`config.mk`:
```
export PLATFORM = sky130hd
export DESIGN_NAME = registrador_if_id_flat
export DESIGN_NICKNAME = d
export VERILOG_FILES = /design/src/rtl/registrador_if_id_if.sv /design/src/rtl/registrador_if_id.sv /design/src/flat_wrapper.sv
export SDC_FILE = /design/constraint.sdc
export NUM_CORES = 1
export LEC_CHECK = 0
export ABC_AREA = 1
export CORE_MARGIN = 2
export CORE_UTILIZATION = 52
export CTS_CLUSTER_SIZE = 40
export DETAILED_ROUTE_END_ITERATION = 10
export PLACE_DENSITY = 0.81
export SKIP_LAST_GASP = 1
export SLEW_MARGIN = 20
export SYNTH_ARGS = -nofsm -noshare
export SYNTH_HDL_FRONTEND = slang
export SYNTH_SLANG_ARGS = --single-unit
```
`constraint.sdc`:
```
create_clock -name clock -period 3.1 [get_ports clock]
set_input_delay 0.62 -clock clock [delete_from_list [all_inputs] [get_ports clock]]
set_output_delay 0.62 -clock clock [all_outputs]
set_load 0.02 [all_outputs]
```
`src/rtl/registrador_if_id_if.sv`:
```
// Handshake and data bundle between fetch, the IF/ID register and decode.
interface registrador_if_id_if #(
    parameter int unsigned LARGURA = 32
) ();

    logic [LARGURA-1:0] entradaPC4;
    logic [LARGURA-1:0] entradaInstrucao;
    logic               valido_entrada;
    logic               pronto_saida;
    logic               flush;
    logic               valido_saida;
    logic               pronto_entrada;
    logic [LARGURA-1:0] saidaPC4;
    logic [LARGURA-1:0] saidaInstrucao;
    logic [7:0]         contador_descartes;

    // Seen from the pipeline register itself.
    modport slave (
        input  entradaPC4,
        input  entradaInstrucao,
        input  valido_entrada,
        input  flush,
        input  pronto_entrada,
        output pronto_saida,
        output valido_saida,
        output saidaPC4,
        output saidaInstrucao,
        output contador_descartes
    );

    // Seen from the surrounding fetch/decode logic.
    modport master (
        output entradaPC4,
        output entradaInstrucao,
        output valido_entrada,
        output flush,
        output pronto_entrada,
        input  pronto_saida,
        input  valido_saida,
        input  saidaPC4,
        input  saidaInstrucao,
        input  contador_descartes
    );

endinterface

```
`src/rtl/registrador_if_id.sv`:
```
// IF/ID pipeline register: two-entry (head + skid) buffer with valid/ready handshake,
// branch flush and a saturating count of discarded instructions.
module registrador_if_id #(
    parameter int unsigned         LARGURA = 32,
    parameter logic [LARGURA-1:0]  NOP     = '0
) (
    input  logic                 clock,
    input  logic                 reset_n,
    registrador_if_id_if.slave   bus
);

    logic [1:0]         ocupacao_q, ocupacao_d;
    logic [LARGURA-1:0] head_pc4_q, head_pc4_d;
    logic [LARGURA-1:0] head_instr_q, head_instr_d;
    logic [LARGURA-1:0] skid_pc4_q, skid_pc4_d;
    logic [LARGURA-1:0] skid_instr_q, skid_instr_d;
    logic [7:0]         descartes_q, descartes_d;

    logic       aceita;
    logic       retira;
    logic [1:0] pendentes;
    logic [8:0] soma;

    // Ready/valid are decoded from registered occupancy only: no comb path from decode to fetch.
    assign bus.pronto_saida       = (ocupacao_q != 2'd2);
    assign bus.valido_saida       = (ocupacao_q != 2'd0);
    assign bus.saidaPC4           = head_pc4_q;
    assign bus.saidaInstrucao     = head_instr_q;
    assign bus.contador_descartes = descartes_q;

    assign aceita = bus.valido_entrada & bus.pronto_saida;
    assign retira = bus.valido_saida & bus.pronto_entrada;

    // Next-state: flush dominates, otherwise FIFO movement between input, head and skid.
    always_comb begin
        ocupacao_d   = ocupacao_q;
        head_pc4_d   = head_pc4_q;
        head_instr_d = head_instr_q;
        skid_pc4_d   = skid_pc4_q;
        skid_instr_d = skid_instr_q;
        descartes_d  = descartes_q;

        // Entries lost to a flush: whatever decode does not take this cycle, plus an offered beat.
        pendentes = ocupacao_q - {1'b0, retira};
        soma      = {1'b0, descartes_q} + {7'd0, pendentes} + {8'd0, aceita};

        if (bus.flush) begin
            ocupacao_d   = 2'd0;
            head_pc4_d   = '0;
            head_instr_d = NOP;
            skid_pc4_d   = '0;
            skid_instr_d = NOP;
            descartes_d  = soma[8] ? 8'hFF : soma[7:0];
        end else begin
            case (ocupacao_q)
                2'd0: begin
                    if (aceita) begin
                        ocupacao_d   = 2'd1;
                        head_pc4_d   = bus.entradaPC4;
                        head_instr_d = bus.entradaInstrucao;
                    end
                end
                2'd1: begin
                    if (aceita && retira) begin
                        head_pc4_d   = bus.entradaPC4;
                        head_instr_d = bus.entradaInstrucao;
                    end else if (aceita) begin
                        ocupacao_d   = 2'd2;
                        skid_pc4_d   = bus.entradaPC4;
                        skid_instr_d = bus.entradaInstrucao;
                    end else if (retira) begin
                        // Empty head must read as a bubble on the outputs.
                        ocupacao_d   = 2'd0;
                        head_pc4_d   = '0;
                        head_instr_d = NOP;
                    end
                end
                2'd2: begin
                    if (retira) begin
                        ocupacao_d   = 2'd1;
                        head_pc4_d   = skid_pc4_q;
                        head_instr_d = skid_instr_q;
                        skid_pc4_d   = '0;
                        skid_instr_d = NOP;
                    end
                end
                default: begin
                    // Unreachable encoding: recover to empty.
                    ocupacao_d   = 2'd0;
                    head_pc4_d   = '0;
                    head_instr_d = NOP;
                    skid_pc4_d   = '0;
                    skid_instr_d = NOP;
                end
            endcase
        end
    end

    // State registers with asynchronous active-low reset.
    always_ff @(posedge clock or negedge reset_n) begin
        if (!reset_n) begin
            ocupacao_q   <= 2'd0;
            head_pc4_q   <= '0;
            head_instr_q <= NOP;
            skid_pc4_q   <= '0;
            skid_instr_q <= NOP;
            descartes_q  <= 8'd0;
        end else begin
            ocupacao_q   <= ocupacao_d;
            head_pc4_q   <= head_pc4_d;
            head_instr_q <= head_instr_d;
            skid_pc4_q   <= skid_pc4_d;
            skid_instr_q <= skid_instr_d;
            descartes_q  <= descartes_d;
        end
    end

endmodule

```
`src/flat_wrapper.sv`:
```
// flat-port wrapper written by rule: the top's interface ports become plain ports
module registrador_if_id_flat 
#(
    parameter int unsigned         LARGURA = 32,
    parameter logic [LARGURA-1:0]  NOP     = '0
)
  (clock, reset_n, bus_entradaPC4, bus_entradaInstrucao, bus_valido_entrada, bus_flush, bus_pronto_entrada, bus_pronto_saida, bus_valido_saida, bus_saidaPC4, bus_saidaInstrucao, bus_contador_descartes);
  registrador_if_id_if #(.LARGURA(LARGURA)) bus_i ();
  input  logic clock;
  input  logic reset_n;
  input wire logic [$bits(bus_i.entradaPC4)-1:0] bus_entradaPC4;
  input wire logic [$bits(bus_i.entradaInstrucao)-1:0] bus_entradaInstrucao;
  input wire logic [$bits(bus_i.valido_entrada)-1:0] bus_valido_entrada;
  input wire logic [$bits(bus_i.flush)-1:0] bus_flush;
  input wire logic [$bits(bus_i.pronto_entrada)-1:0] bus_pronto_entrada;
  output wire logic [$bits(bus_i.pronto_saida)-1:0] bus_pronto_saida;
  output wire logic [$bits(bus_i.valido_saida)-1:0] bus_valido_saida;
  output wire logic [$bits(bus_i.saidaPC4)-1:0] bus_saidaPC4;
  output wire logic [$bits(bus_i.saidaInstrucao)-1:0] bus_saidaInstrucao;
  output wire logic [$bits(bus_i.contador_descartes)-1:0] bus_contador_descartes;
  assign bus_i.entradaPC4 = bus_entradaPC4;
  assign bus_i.entradaInstrucao = bus_entradaInstrucao;
  assign bus_i.valido_entrada = bus_valido_entrada;
  assign bus_i.flush = bus_flush;
  assign bus_i.pronto_entrada = bus_pronto_entrada;
  assign bus_pronto_saida = bus_i.pronto_saida;
  assign bus_valido_saida = bus_i.valido_saida;
  assign bus_saidaPC4 = bus_i.saidaPC4;
  assign bus_saidaInstrucao = bus_i.saidaInstrucao;
  assign bus_contador_descartes = bus_i.contador_descartes;
  registrador_if_id #(.LARGURA(LARGURA), .NOP(NOP)) u_core (.clock(clock), .reset_n(reset_n), .bus(bus_i));
endmodule
```
* Word-level counts from Yosys, hierarchy flattened
Index checks and enable logic that the tools add are counted.
Cells by class: $add $sub $neg 3, equal/unequal tests 11, mux-type cells 26, bitwise operators 2, reductions and logical operators 6
Operators with widths (count):
- two-way mux 32 bit | 14
- one-hot mux 32 bit (3 select lines) | 4
- two-way mux 2 bit | 6
- AND reduction 4 bit | 3
- adder 8 x 2 -> 9 bit | 1
- adder 9 x 1 -> 9 bit | 1
- != test 3 x 2 -> 1 bit (second input constant) | 3
- two-way mux 8 bit | 1
- != test 4 x 2 -> 1 bit (second input constant) | 2
- one-hot mux 2 bit (3 select lines) | 1
- != test 2 bit (second input constant) | 2
- != test 4 bit (second input constant) | 1
- != test 3 bit (second input constant) | 1
- bitwise AND 1 bit | 2
- == test 2 x 1 -> 1 bit (second input constant) | 1
- == test 2 bit (second input constant) | 1
- logical NOT 2 bit | 1
- nonzero test 2 bit | 1
- subtractor 2 x 1 -> 2 bit | 1
- logical AND 1 bit | 1
Word-level totals: flip-flop bits (word level) 138, input port bits 69, output and inout port bits 74, logic and storage cells 54

* Logic depth before layout (Yosys ltp)
depth in word-level cells 7, depth in mapped cells 15, gate-level depth less buffers 13

* Worst setup path before layout
OpenSTA, ideal clock, no wires.
kind register to register, start point register u_core.ocupacao_q[1], end point register u_core.descartes_q[5] (netlist: u_core.bus.contador_descartes[5]), setup time 0.074 ns, data arrival time 2.344 ns, data required time 3.026 ns, slack 0.682 ns, cell stages (with the launch flop) 14, buffers on the path 2, period minus slack after synthesis 2.418 ns, cell sequence dfrtp_1 -> inv_2 -> nor2_4 -> buf_2 -> buf_2 -> inv_1 -> nand2_1 -> fa_1 -> inv_1 -> fa_1 -> nand3_1 -> nor2_1 -> nand4_1 -> nand3_1
Between the ends: elaborated cells on any way between the ends 8, classes of those cells add/sub: 3; eq/ne: 1; mux: 1; bitwise: 2; reduce/logical: 1
RTL lines:
- start, declared | line registrador_if_id.sv:12 | logic [1:0] ocupacao_q, ocupacao_d;
- start signal, assigned | line registrador_if_id.sv:109 | ocupacao_q <= ocupacao_d;
- != test 2 bit | line registrador_if_id.sv:25 | assign bus.pronto_saida = (ocupacao_q != 2'd2);
- via bus_pronto_saida | line flat_wrapper.sv:16 | output wire logic [$bits(bus_i.pronto_saida)-1:0] bus_pronto_saida;
- bitwise AND 1 bit | line registrador_if_id.sv:31 | assign aceita = bus.valido_entrada & bus.pronto_saida;
- adder 9 x 1 -> 9 bit | line registrador_if_id.sv:45 | soma = {1'b0, descartes_q} + {7'd0, pendentes} + {8'd0, aceita};
- two-way mux 8 bit | line registrador_if_id.sv:53 | descartes_d = soma[8] ? 8'hFF : soma[7:0];
- end signal, assigned | line registrador_if_id.sv:114 | descartes_q <= descartes_d;
- end, declared | line registrador_if_id.sv:17 | logic [7:0] descartes_q, descartes_d;
The timed path passes the listed nets, and every way through them passes these cells. A chain may end at the register's enable or synchronous reset.

* Worst setup path in the final report
start point register u_core.ocupacao_q[1], end point register u_core.head_instr_q[12] (netlist: u_core.bus.saidaInstrucao[12])
Between the ends: cells in the longest elaborated chain, start to end 6, elaborated cells on any way between the ends 16, classes of those cells eq/ne: 7; mux: 3; bitwise: 2; reduce/logical: 4
Ends and longest elaborated chain:
- != test 2 bit or nonzero test 2 bit (tied branches) | line registrador_if_id.sv:25, registrador_if_id.sv:26
- bitwise AND 1 bit (on tied branches) | line registrador_if_id.sv:31, registrador_if_id.sv:32
- logical AND 1 bit | line registrador_if_id.sv:64 | if (aceita && retira) begin
- two-way mux 32 bit | line registrador_if_id.sv:64
- one-hot mux 32 bit (3 select lines) | line registrador_if_id.sv:55 | case (ocupacao_q)
- two-way mux 32 bit | line registrador_if_id.sv:47 | if (bus.flush) begin
- end signal, assigned | line registrador_if_id.sv:111 | head_instr_q <= head_instr_d;
- end, declared | line registrador_if_id.sv:14 | logic [LARGURA-1:0] head_instr_q, head_instr_d;
Several ways; a longest one is shown, not always the timed one.

==> flow_summary.yaml <==
status:
  outcome: "finished clean"
sta:
  slew_violations: 0
  period_needed_ps: 2710
  fin_tns_setup_ps: 0
  tightest_slew_ps: 755
  setup_viol: 0
  rsz0062_at_grt: "false"
  skew_ps: 4.12
  hold_viol_final: 0
  slew_headroom_pct: 49.7
  period_share_pct: 87.3
  max_freq_mhz: 369
  worst_slack_ps: 392
routing:
  vias_per_cell: 5.06
  post_drt_wl_per_cell_um: 14.2
  ant_nets: 0
  num_vias: 6156
  drcViolationCount: 0
  drtIter0Drc: 627
  drt_pass1_iterations: 7
  routed_wl_um: 17300
synthesis:
  synth_cell_type_count: 25
  synth_top_cell_by_area: "dfrtp_1"
  async_flop_share_pct: 100
  ys_ff_latch: 138
  yosysWarningCount: 0
  ys_top_cells_by_area: "dfrtp_1, nand2_1, nand3b_1, buf_2, buf_4"
  synth_top_cells_by_count: "nand2_1, dfrtp_1, nand3b_1"
  synth-seq-area-share_pct: 50.3
  avgSynthCellArea_sq_um: 7.51
  synth_ff_type: "dfrtp_1"
  synth_cells: 914
  synth_edf_count: 0
  synth.cell_area_sq_um: 6860
  synthesis.nets: 986
  synth_top_area_share_pct: 50.3
  synth.most_common_cell: "nand2_1"
placement:
  dp_slack_ps: 280
  post-dp-hpwl_um: 10400
  io_buffers: 142
  gp_congestion: 0.839
  placed_area_sq_um: 8320
setup_path:
  path_buf_inv: 3
  crit_slowest_cell: "buf_4"
  critPathArrivalTime_ps: 3050
  crit_required_ps: 3450
  end_kind: "register"
  cpMostUsedCell: "nand2_1"
  crit_start: "u_core.ocupacao_q[1]"
  worstPathCellList: "inv_2, nor2_4, buf_4, nand2_1, nand3_2, buf_4, nand2_1, nand2_1"
  r2r_start: "u_core.ocupacao_q[1]"
  start_kind: "register"
  crit_family: "buffers and inverters"
  timing.reg2reg.setup_slack_ps: 390
  critPathKind: "reg -> reg"
  crit_path_max_incr_delay_ps: 620
  cp_max_fo: 66
cts:
  cts_buffer_depth: 2
  cts_hold_buffers: 0
  clock-sinks: 138
  cts-buffers-inserted: 17
  ctsResizeCount: 0
  insertion_delay_ps: 410
  cts_tree: "done"
  cts-root-buf: "clkbuf_16"
  clkTransAtPathRegs_ps: 50
  htree_levels: 4
  postCtsSetupBuffers: 0
floorplanning:
  io_pins: 143
  core_area_sq_um: 12800
  dieArea_sq_um: 14100
  die_w_um: 119
  die_y_um: 119
  rows: 41
  start_util_pct: 53.7
power_and_ir_drop:
  clkPwrFrac_pct: 35.5
  leakage_nw: 4.64
  internal-power_mw: 3.75
  p_sw_share_pct: 30.1
  switchingPower_mw: 1.61
  p_per_area_nw_per_um2: 605
  vdd_drop_max_v: 0.000516
  pwr-share-seq_pct: 40.4
  p_comb_share_pct: 24.1
global_routing:
  track_usage_pct: 25.7
  gr-total-overflow: 0
  grt_pass1_vias: 6096
  antenna_found_initial: 0
  grt_pass1_wl_um: 29300
  grt_max_degree: 67
layout:
  ff_latch_area_sq_um: 3450
  antenna_cells: 0
  fin_area_sq_um: 8870
  area_growth_pct: 29.4
  multi_input_area_sq_um: 3050
  nNetsFinal: 1108
  n_fill_cell: 1039
  drive_gt1_share_pct: 5.07
  fin_util_pct: 69.5
min_path:
  holdCritPathClass: "in -> async"
flow_run:
  maxCapViolCount: 0
[metal layers]
metal  track usage, %  part of all wire [%]  wire [um]
met1             34.1                    44       7640
met2             41.3                    48       8250
met3             5.84                   6.7       1160
met4             9.38                   1.3        223
met5                0                     0          0
[cells in the final DEF (no fill, tap or decap), drive strengths merged]
cell type	count
nand2	600
bufinv	1
nand4	3
buf	16
nor3	2
inv	14
fa	2
clkinv	1
nand3	8
xor2	1
nand3b	66
clkdlybuf4s50	141
dfrtp	138
o21ai	8
clkbuf	26
ha	1
a21oi	5
or2	2
nor2	10
[path summary, 6_finish.rpt]
kind                                                  to  cells past startpoint
min                              u_core.bus.saidaPC4[26]                      1
min reg2reg                        u_core.skid_pc4_q[26]                      2
max in group asynchronous        u_core.skid_instr_q[13]                      2
max reg2reg                u_core.bus.saidaInstrucao[12]                      8
min in group clock                 u_core.skid_pc4_q[26]                      2
max                        u_core.bus.saidaInstrucao[12]                      8
[power groups by stage]
stage	Sequential [mW]	Combinational (mW)	Clock [mW]
after global placement	2.19	1.28	0
final	2.17	1.29	1.91
after CTS	2.17	1.31	1.93
after global routing	2.20	1.42	2.03
after floorplan	2.34	0.578	0
after detailed placement	2.19	1.30	0
[sequential cells by signal (all words and copies together) (netlist names)]
name,cells
u_core.bus.contador_descartes,8
u_core.bus.saidaInstrucao,32
u_core.bus.saidaPC4,32
u_core.ocupacao_q,2
u_core.skid_instr_q,32
u_core.skid_pc4_q,32
[stage by stage]
step                      power, mW  cells  hold slack (ps)
after global placement         3.47   1189              453
after global routing           5.65   1217              187
after floorplan                2.92    914              324
after detailed placement       3.49   1189              458
after CTS                      5.41   1217              166
final                          5.37   1217              146
[layout make-up]
class	instances	share of cell area [%]
clock buffer	26	5.85
inverter	14	0.592
timing repair buffer	157	17.4
clock inverter	2	0.395
sequential	138	38.9
tap	172	2.42
multi-input combinational	708	34.4
[cells by family after synthesis]
logic type	share of synthesized area, %
buffers and inverters	5.53
AOI/OAI and AO/OA	1.06
adders and majority gates	0.766
DFF	50.3
xor gates and xnor gates	0.128
and+or+nand+nor	42.2
No activity file was read; power rests on OpenSTA's default activity.
